$ cat src/rtl/cam_capture_ctrl.sv
`default_nettype none
// ============================================================================
// Module   : cam_capture_ctrl
// Purpose  : Camera pixel-capture controller (OV7670-style bus). Runs in the
//            camera pclk domain, frames on vsync/href, assembles byte pairs
//            into RGB565 (DATA_W=16) or RGB444 (DATA_W=12) pixels, applies a
//            per-frame 1x/2x/4x decimation and emits linear frame-buffer
//            writes plus frame status.
// Ports    : pclk        - camera pixel clock (only clock)
//            rst         - asynchronous reset, active low
//            en          - capture enable, honoured at frame boundaries
//            decim[1:0]  - 0=1x, 1=2x, 2=4x, 3=4x; latched at frame start
//            vsync/href  - camera sync (vsync high = blanking, href high =
//                          valid line bytes)
//            d[7:0]      - camera data byte
//            addr        - frame-buffer write address
//            dout        - pixel data
//            we          - write strobe, one pclk per stored pixel
//            frame_done  - one-cycle pulse at the end of a captured frame
//            frame_cnt   - captured-frame counter (wraps)
//            overflow    - sticky for the frame: a kept pixel was dropped
//                          because the address limit was reached
// Options  : `define FRAME_STATS_EN adds line_count, pix_per_line and
//            size_err (frame geometry check latched at frame_done).
// Notes    : DATA_W must be 12 or 16; H_ACTIVE and V_ACTIVE must be >= 4.
// Revision : 1.0 - initial release
// ============================================================================
module cam_capture_ctrl #(
  parameter int H_ACTIVE = 640,
  parameter int V_ACTIVE = 480,
  parameter int ADDR_W   = 19,
  parameter int DATA_W   = 12,
  parameter int MAX_PIX  = 307200
) (
  input  logic              pclk,
  input  logic              rst,
  input  logic              en,
  input  logic [1:0]        decim,
  input  logic              vsync,
  input  logic              href,
  input  logic [7:0]        d,
  output logic [ADDR_W-1:0] addr,
  output logic [DATA_W-1:0] dout,
  output logic              we,
  output logic              frame_done,
  output logic [7:0]        frame_cnt,
  output logic              overflow
`ifdef FRAME_STATS_EN
  ,
  output logic [11:0]       line_count,
  output logic [11:0]       pix_per_line,
  output logic              size_err
`endif
);

  localparam int XW = $clog2(H_ACTIVE);
  localparam int YW = $clog2(V_ACTIVE);
  localparam logic [XW-1:0]     X_MAX     = XW'(H_ACTIVE - 1);
  localparam logic [YW-1:0]     Y_MAX     = YW'(V_ACTIVE - 1);
  localparam logic [ADDR_W-1:0] ADDR_LAST = ADDR_W'(MAX_PIX - 1);

  localparam logic [1:0] S_IDLE  = 2'd0;
  localparam logic [1:0] S_SYNC  = 2'd1;
  localparam logic [1:0] S_ARM   = 2'd2;
  localparam logic [1:0] S_FRAME = 2'd3;

  // Input stage and one-cycle-delayed copies for edge detection
  logic       vsync_r, href_r, vsync_rd, href_rd;
  logic [7:0] d_r;
  logic [7:0] hi;        // first (high) byte of the pixel being assembled
  logic       phase;     // 1 = byte now in the input stage is the low byte
  logic [1:0] state;
  logic [1:0] mask;      // decimation mask latched at frame start
  logic [XW-1:0] x;
  logic [YW-1:0] y;
  logic       full;      // last address already written this frame

  logic vs_rise, vs_fall, href_fall, pix_now, keep;
  logic [DATA_W-1:0] pix;

  assign vs_rise   = vsync_r & ~vsync_rd;
  assign vs_fall   = ~vsync_r & vsync_rd;
  assign href_fall = ~href_r & href_rd;
  // A pixel completes when the low byte sits in the input stage of an
  // active (non-blanking) line of a frame being captured.
  assign pix_now   = (state == S_FRAME) & ~vsync_r & href_r & phase;
  assign keep      = ((x & XW'(mask)) == '0) && ((y & YW'(mask)) == '0);

  generate
    if (DATA_W == 16) begin : g_rgb565
      assign pix = {hi, d_r};
    end else begin : g_rgb444
      // Keep the top 4 bits of each RGB565 field
      logic unused_bits;
      assign unused_bits = ^{hi[3], d_r[6:5], d_r[0]};
      assign pix = {hi[7:4], hi[2:0], d_r[7], d_r[4:1]};
    end
  endgenerate

  always_ff @(posedge pclk or negedge rst) begin
    if (!rst) begin
      vsync_r    <= 1'b0;
      href_r     <= 1'b0;
      vsync_rd   <= 1'b0;
      href_rd    <= 1'b0;
      d_r        <= 8'd0;
      hi         <= 8'd0;
      phase      <= 1'b0;
      state      <= S_IDLE;
      mask       <= 2'd0;
      x          <= '0;
      y          <= '0;
      full       <= 1'b0;
      addr       <= '0;
      dout       <= '0;
      we         <= 1'b0;
      frame_done <= 1'b0;
      frame_cnt  <= 8'd0;
      overflow   <= 1'b0;
    end else begin
      vsync_r  <= vsync;
      href_r   <= href;
      d_r      <= d;
      vsync_rd <= vsync_r;
      href_rd  <= href_r;

      // Phase is zero whenever href_r is low, so every line starts on the
      // high byte and a dangling high byte is simply forgotten.
      phase <= href_r ? ~phase : 1'b0;
      if (href_r && !phase) begin
        hi <= d_r;
      end

      we         <= 1'b0;
      frame_done <= 1'b0;

      // Address advances the cycle after the write; the last address is
      // held once used so the frame buffer is never written past its end.
      if (we) begin
        if (addr == ADDR_LAST) begin
          full <= 1'b1;
        end else begin
          addr <= addr + ADDR_W'(1);
        end
      end

      case (state)
        S_IDLE: begin
          if (en) begin
            state <= S_SYNC;
          end
        end
        S_SYNC: begin
          if (vs_rise) begin
            state <= S_ARM;
          end
        end
        S_ARM: begin
          if (vs_fall) begin
            state    <= S_FRAME;
            mask     <= (decim == 2'd0) ? 2'b00 : ((decim == 2'd1) ? 2'b01 : 2'b11);
            x        <= '0;
            y        <= '0;
            addr     <= '0;
            full     <= 1'b0;
            overflow <= 1'b0;
          end
        end
        S_FRAME: begin
          if (vs_rise) begin
            // The rising edge that ends this frame also serves as the
            // sync edge for the next one, so re-arm directly.
            frame_done <= 1'b1;
            frame_cnt  <= frame_cnt + 8'd1;
            state      <= en ? S_ARM : S_IDLE;
          end else if (!vsync_r) begin
            if (href_fall) begin
              x <= '0;
              if (y != Y_MAX) begin
                y <= y + YW'(1);
              end
            end else if (pix_now) begin
              if (x != X_MAX) begin
                x <= x + XW'(1);
              end
              if (keep) begin
                if (full) begin
                  overflow <= 1'b1;
                end else begin
                  we   <= 1'b1;
                  dout <= pix;
                end
              end
            end
          end
        end
        default: state <= S_IDLE;
      endcase
    end
  end

`ifdef FRAME_STATS_EN
  logic [11:0] line_cnt_q, pix_cnt_q, last_line_pix;
  logic        shape_bad;  // some completed line had the wrong pixel count

  always_ff @(posedge pclk or negedge rst) begin
    if (!rst) begin
      line_cnt_q    <= 12'd0;
      pix_cnt_q     <= 12'd0;
      last_line_pix <= 12'd0;
      shape_bad     <= 1'b0;
      line_count    <= 12'd0;
      pix_per_line  <= 12'd0;
      size_err      <= 1'b0;
    end else begin
      size_err <= 1'b0;
      if (state == S_ARM && vs_fall) begin
        line_cnt_q    <= 12'd0;
        pix_cnt_q     <= 12'd0;
        last_line_pix <= 12'd0;
        shape_bad     <= 1'b0;
      end else if (state == S_FRAME) begin
        if (vs_rise) begin
          line_count   <= line_cnt_q;
          pix_per_line <= last_line_pix;
          // A line still in progress at vsync is an aborted line
          size_err     <= (line_cnt_q != 12'(V_ACTIVE)) || shape_bad ||
                          (pix_cnt_q != 12'd0);
        end else if (!vsync_r) begin
          if (href_fall) begin
            if (line_cnt_q != 12'hFFF) begin
              line_cnt_q <= line_cnt_q + 12'd1;
            end
            last_line_pix <= pix_cnt_q;
            pix_cnt_q     <= 12'd0;
            if (pix_cnt_q != 12'(H_ACTIVE)) begin
              shape_bad <= 1'b1;
            end
          end else if (pix_now && pix_cnt_q != 12'hFFF) begin
            pix_cnt_q <= pix_cnt_q + 12'd1;
          end
        end
      end
    end
  end
`endif

endmodule
`default_nettype wire

$ cat config.mk
export PLATFORM = sky130hd
export DESIGN_NAME = cam_capture_ctrl
export DESIGN_NICKNAME = d
export VERILOG_FILES = /design/src/rtl/cam_capture_ctrl.sv
export SDC_FILE = /design/constraint.sdc
export NUM_CORES = 1
export LEC_CHECK = 0
export CORE_ASPECT_RATIO = 0.75
export CORE_MARGIN = 1
export CORE_UTILIZATION = 35
export CTS_BUF_LIST = sky130_fd_sc_hd__clkbuf_2 sky130_fd_sc_hd__clkbuf_4 sky130_fd_sc_hd__clkbuf_8
export CTS_CLUSTER_SIZE = 20
export DETAILED_ROUTE_END_ITERATION = 6
export GPL_TIMING_DRIVEN = 0
export SLEW_MARGIN = 20
export SYNTH_ARGS = -nofsm -noshare
export SYNTH_HDL_FRONTEND = slang
export SYNTH_SLANG_ARGS = --single-unit
$ cat constraint.sdc
create_clock -name pclk -period 2.1 [get_ports pclk]
set_input_delay 0.42 -clock pclk [delete_from_list [all_inputs] [get_ports pclk]]
set_output_delay 0.42 -clock pclk [all_outputs]
set_load 0.02 [all_outputs]
Yosys cells after proc, flatten, opt, wreduce, memory -nomap -nowiden. Cells that the tools add are included.

Input bits: 15. Flip-flop bits (word level): 87. Logic and storage cells: 120. Output and inout bits: 42.

Bitwise operators: 15. Mux-type cells: 47. Add/sub/neg operators: 4. Equality and inequality tests: 21. Reduce and logical (&&, ||, !) cells: 15.

Operators by type and width (number): $mux W19 (4); $mux W10 (6); $mux W9 (5); $ne A2 B2 Y1 const B (11); $mux W1 (21); $pmux W10 S2 (1); $add A19 B1 Y19 const B (1); $eq A19 B19 Y1 const B (1); $pmux W9 S2 (1); $mux W2 (7); $reduce_and A6 Y1 (2); $add A10 B1 Y10 const B (1); $and A10 B2 Y10 (1); $logic_not A10 Y1 (1); $ne A10 B10 Y1 const B (1); $add A9 B1 Y9 const B (1); $and A9 B2 Y9 (1); $logic_not A9 Y1 (1); $ne A9 B9 Y1 const B (1); $add A8 B1 Y8 const B (1); $pmux W2 S4 (1); $reduce_and A8 Y1 (1); $not A1 Y1 (7); $reduce_and A7 Y1 (1); 13 further kinds (23).

Depth between registers and ports, before layout.
Word-level depth: 9. Gate-level depth with buffers: 8. Depth with buffers taken out: 6.

Worst setup path before layout. No wires, ideal clock.

Path type: reg-to-reg. Start point: register vsync_r. End point: register dout[0]. Period minus slack after synthesis: 1.909 ns. Path slack: 0.191 ns. Required time: 1.975 ns. Cell stages (with the launch flop): 8. Data arrival time: 1.784 ns. Cells stage by stage: dfrtp_1 -> nand3b_1 -> or2_1 -> buf_6 -> or3_1 -> buf_6 -> buf_8 -> mux2_4.

Cells in the longest elaborated chain, start to end: 5. Elaborated cells between the ends (all ways): 7. Classes of those cells: bitwise (6); reduce/logical (1).

Ends and longest elaborated chain: from (decl) (line 68) `logic vsync_r, href_r, vsync_rd, href_rd;`; from (signal assigned) (line 121) `vsync_r <= vsync;`; $not A1 Y1 (no line); $and A1 B1 Y1 (3 in a row) (line 86) `assign pix_now = (state == S_FRAME) & ~vsync_r & href_r & phase;`; $reduce_and A7 Y1 (no line) *; to (signal assigned) (line 191) `dout <= pix;`; to (decl) (line 43) `output logic [DATA_W-1:0] dout,`.

Every way passes the cells marked *; elsewhere a longest branch is shown, timed or not. A chain may end at the register's enable or synchronous reset.

Worst setup path after layout.
Start point: register vsync_r. End point: register dout[2].

Same word-level chain as after synthesis.

==> results.json <==
{
  "core_um2": 10500,
  "drcViolationCount": 0,
  "timing_worst_setup_path_type": "flop to flop",
  "place.port_buffers": 56,
  "startpoint_type": "flop",
  "boundaryPins": 57,
  "whs_ps": 443,
  "first_pass_iters": 4,
  "busiest_layer": "met1",
  "period_share": 0.955,
  "initial_core_util": 0.367,
  "min_path_type": "flop to flop",
  "drv_cap": 0,
  "slew_viol_final": 0,
  "die_w_um": 123,
  "use_met2": 0.206,
  "cts_tree": "built",
  "p_per_area_nw_per_um2": 942,
  "yosysUniqueCellTypes": 49,
  "worst_pin_slew_ps": 738,
  "syn_nets": 377,
  "grtUsageTotal": 0.161,
  "ys_ff_latch": 86,
  "grt-ovfl-total": 0,
  "fin_skew_ps": 15.6,
  "ctsRootBufferMaster": "clkbuf_8",
  "cp.arrival_ps": 2250,
  "crit_path_end_kind": "flop",
  "synthArstFlopShare": 1.00,
  "die_h_um": 92.8,
  "dpl_cell_area_um2": 4600,
  "syn_inst": 358,
  "clk_latency_ps": 360,
  "netlist_area_um2": 3850,
  "gr-usage-met3": 0.0554,
  "postRouteAntennaNets": 0,
  "diodes": 0,
  "critPathRequiredTime_ps": 2350,
  "synth_edf_count": 0,
  "status": "finished, final reports clean",
  "rows": 32,
  "areaGrowthSynthToFinish_pct": 26.3,
  "hold_viol": 0,
  "cts_buffers": 9,
  "drive_above_1_share": 0.109,
  "ys_warn_count": 0,
  "max_slew_margin": 0.504,
  "place_inst": 551,
  "power.leakage_nw": 2.14,
  "clk_pin_slew_ps": 80,
  "synth_ff_type": "dfrtp_1",
  "wl_um": 8390,
  "power_mw": 4.58,
  "drt_iter0_markers": 189,
  "path_max_fanout": 10,
  "nNetsFinal": 447,
  "fmax_mhz": 499,
  "use_met1": 0.245,
  "wire_per_inst_um": 14.8,
  "rsz0062_at_grt": "no",
  "antenna_found_initial": 0,
  "fin_ws_ps": 94.1,
  "clock-sinks": 86,
  "grt_pass1_vias": 2676,
  "stdcell_area_um2": 4860,
  "grt_pass1_wl_um": 13800,
  "via_per_inst": 5.10,
  "hpwl_um": 5860,
  "layout.cells.non_filler": 568,
  "fillers": 999,
  "irDropWorstVdd_uv": 682,
  "synth_seq_area_share": 0.559,
  "clockBufferDepth": 2,
  "post-place-ws_ps": -6.01,
  "setup-violations-final": 0,
  "die_area_um2": 11400,
  "final.min_clock_period_ps": 2010,
  "grt_max_degree": 57,
  "htreeDepth": 3,
  "vias": 2899,
  "avgSynthCellArea_um2": 10.8,
  "place.gp.congestion": 0.813
}
cell families (layout without fill, tap and decap cells):
logic type               Yosys count  after routing  share of synthesized area
flip-flops                        86             86                      0.559
AND/OR/NAND/NOR                  160            160                      0.213
AO/OA/AOI/OAI                     56             56                     0.0888
XOR/XNOR                          23             23                     0.0523
multiplexers                      14             14                     0.0497
buffers and inverters             15             89                     0.0244
adder cells (fa/ha/maj)            4              4                     0.0130
synthesized netlist by cell type, types with 2 or more instances:
cell	number	area share
dfrtp_1	86	0.56
nand2_1	49	0.048
nor2_1	29	0.028
o21ai_0	22	0.029
nand3_1	15	0.020
xnor2_1	13	0.030
a21oi_1	12	0.016
nand4_1	11	0.018
xor2_1	10	0.023
mux2_4	9	0.035
or3_1	8	0.013
and3_1	6	0.0098
nand2b_1	6	0.0098
nor3_1	6	0.0078
mux2_2	5	0.015
nor4_1	5	0.0081
o31ai_1	5	0.0098
a31oi_1	4	0.0065
and4_1	4	0.0091
ha_1	4	0.013
nor2b_1	4	0.0065
and2_1	3	0.0049
buf_2	3	0.0039
buf_6	3	0.0088
inv_1	3	0.0029
nand3b_1	3	0.0059
nor3b_1	3	0.0059
buf_1	2	0.0020
clkbuf_1	2	0.0020
o221ai_1	2	0.0046
o311ai_0	2	0.0046
or4_1	2	0.0039
what timing repair did:
item,4_1_cts,5_1_grt
hold buffers,1,0
pin swaps,0,0
endpoints found under the setup margin,9,40
gates resized for setup,0,7
endpoints found under the hold margin,30,0
setup buffers,1,1
layout by cell type, fill, tap and decap left out, types with 2 or more instances in the layout:
master	netlist	layout
buf_2	3	3
or3_1	8	8
and2_1	3	3
mux2_2	5	5
nor3b_1	3	3
inv_1	3	3
nand4_1	11	11
nor2_1	29	29
nor2b_1	4	4
xnor2_1	13	13
o311ai_0	2	2
or4_1	2	2
nand2_1	49	49
a31oi_1	4	4
and4_1	4	4
xor2_1	10	10
buf_6	3	3
a21oi_1	12	12
ha_1	4	4
nand2b_1	6	6
dfrtp_1	86	86
nor3_1	6	5
buf_4	0	3
nor4_1	5	4
nand3b_1	3	3
and3_1	6	6
clkdlybuf4s50_1	0	55
o31ai_1	5	5
o21ai_0	22	22
clkbuf_8	0	10
nand3_1	15	15
mux2_4	9	9
sequential cells by signal, summed over array words and instances (netlist names), 2 cells and up:
register and count:
frame_cnt 8, mask 2, y 9, state 2
hi 7, addr 19, x 10, dout 12
d_r 8
report_power, final:
part	switching [mW]	internal [mW]	total, mW
logic	0.645	0.612	1.26
clock network	0.595	0.596	1.19
registers	0.219	1.91	2.13
total	1.46	3.12	4.58
path summary, 6_finish.rpt:
check / from / to / slack (ps) / depth (start not counted)
setup / recovery: vsync_r$_DFF_PN0_ / dout[2]$_DFFE_PN0P_ / 90 / 7
hold / removal: d_r[0]$_DFF_PN0_ / hi[0]$_DFFE_PN0P_ / 440 / 2
setup reg to reg: vsync_r$_DFF_PN0_ / dout[2]$_DFFE_PN0P_ / 90 / 7
hold reg to reg: d_r[0]$_DFF_PN0_ / hi[0]$_DFFE_PN0P_ / 440 / 2
max in group asynchronous: rst / state[0]$_DFFE_PN0P_ / 950 / 3
min in group asynchronous: rst / y[7]$_DFFE_PN0P_ / 530 / 2
worst max-delay path, cell delays in order, from the launching register on:
cell,delay (ps)
dfrtp_1,410
nand3b_1,170
or2_1,220
buf_6,140
or3_1,350
buf_6,150
buf_8,150
mux2_4,300
metal layers:
| layer | part of all wire | vias up |
|---|---|---|
| met2 | 0.40 | 71 |
| met3 | 0.065 | 10 |
| met1 | 0.53 | 1403 |
| met4 | 0.013 | 0 |
| li1 | - | 1415 |
| met5 | 0 | - |
through the flow:
step                utilization  TNS (ps)
finish                    0.464         0
global route              0.464         0
detailed placement        0.439     -10.8
CTS                       0.460         0
global placement          0.437   -222220
floorplan                     -         0
layout make-up:
cell class / count / area [um^2] / share of cell area
Inverter: 4 / 15.0 / 0.00309
Buffer: 10 / 76.3 / 0.0157
Timing Repair Buffer: 60 / 611 / 0.126
Tap cell: 136 / 170 / 0.0350
Multi-Input combinational cell: 257 / 1640 / 0.337
Clock inverter: 4 / 55.1 / 0.0113
Sequential cell: 86 / 2150 / 0.443
Clock buffer: 11 / 145 / 0.0299
Note: power is estimated with default switching activity, not from simulation.
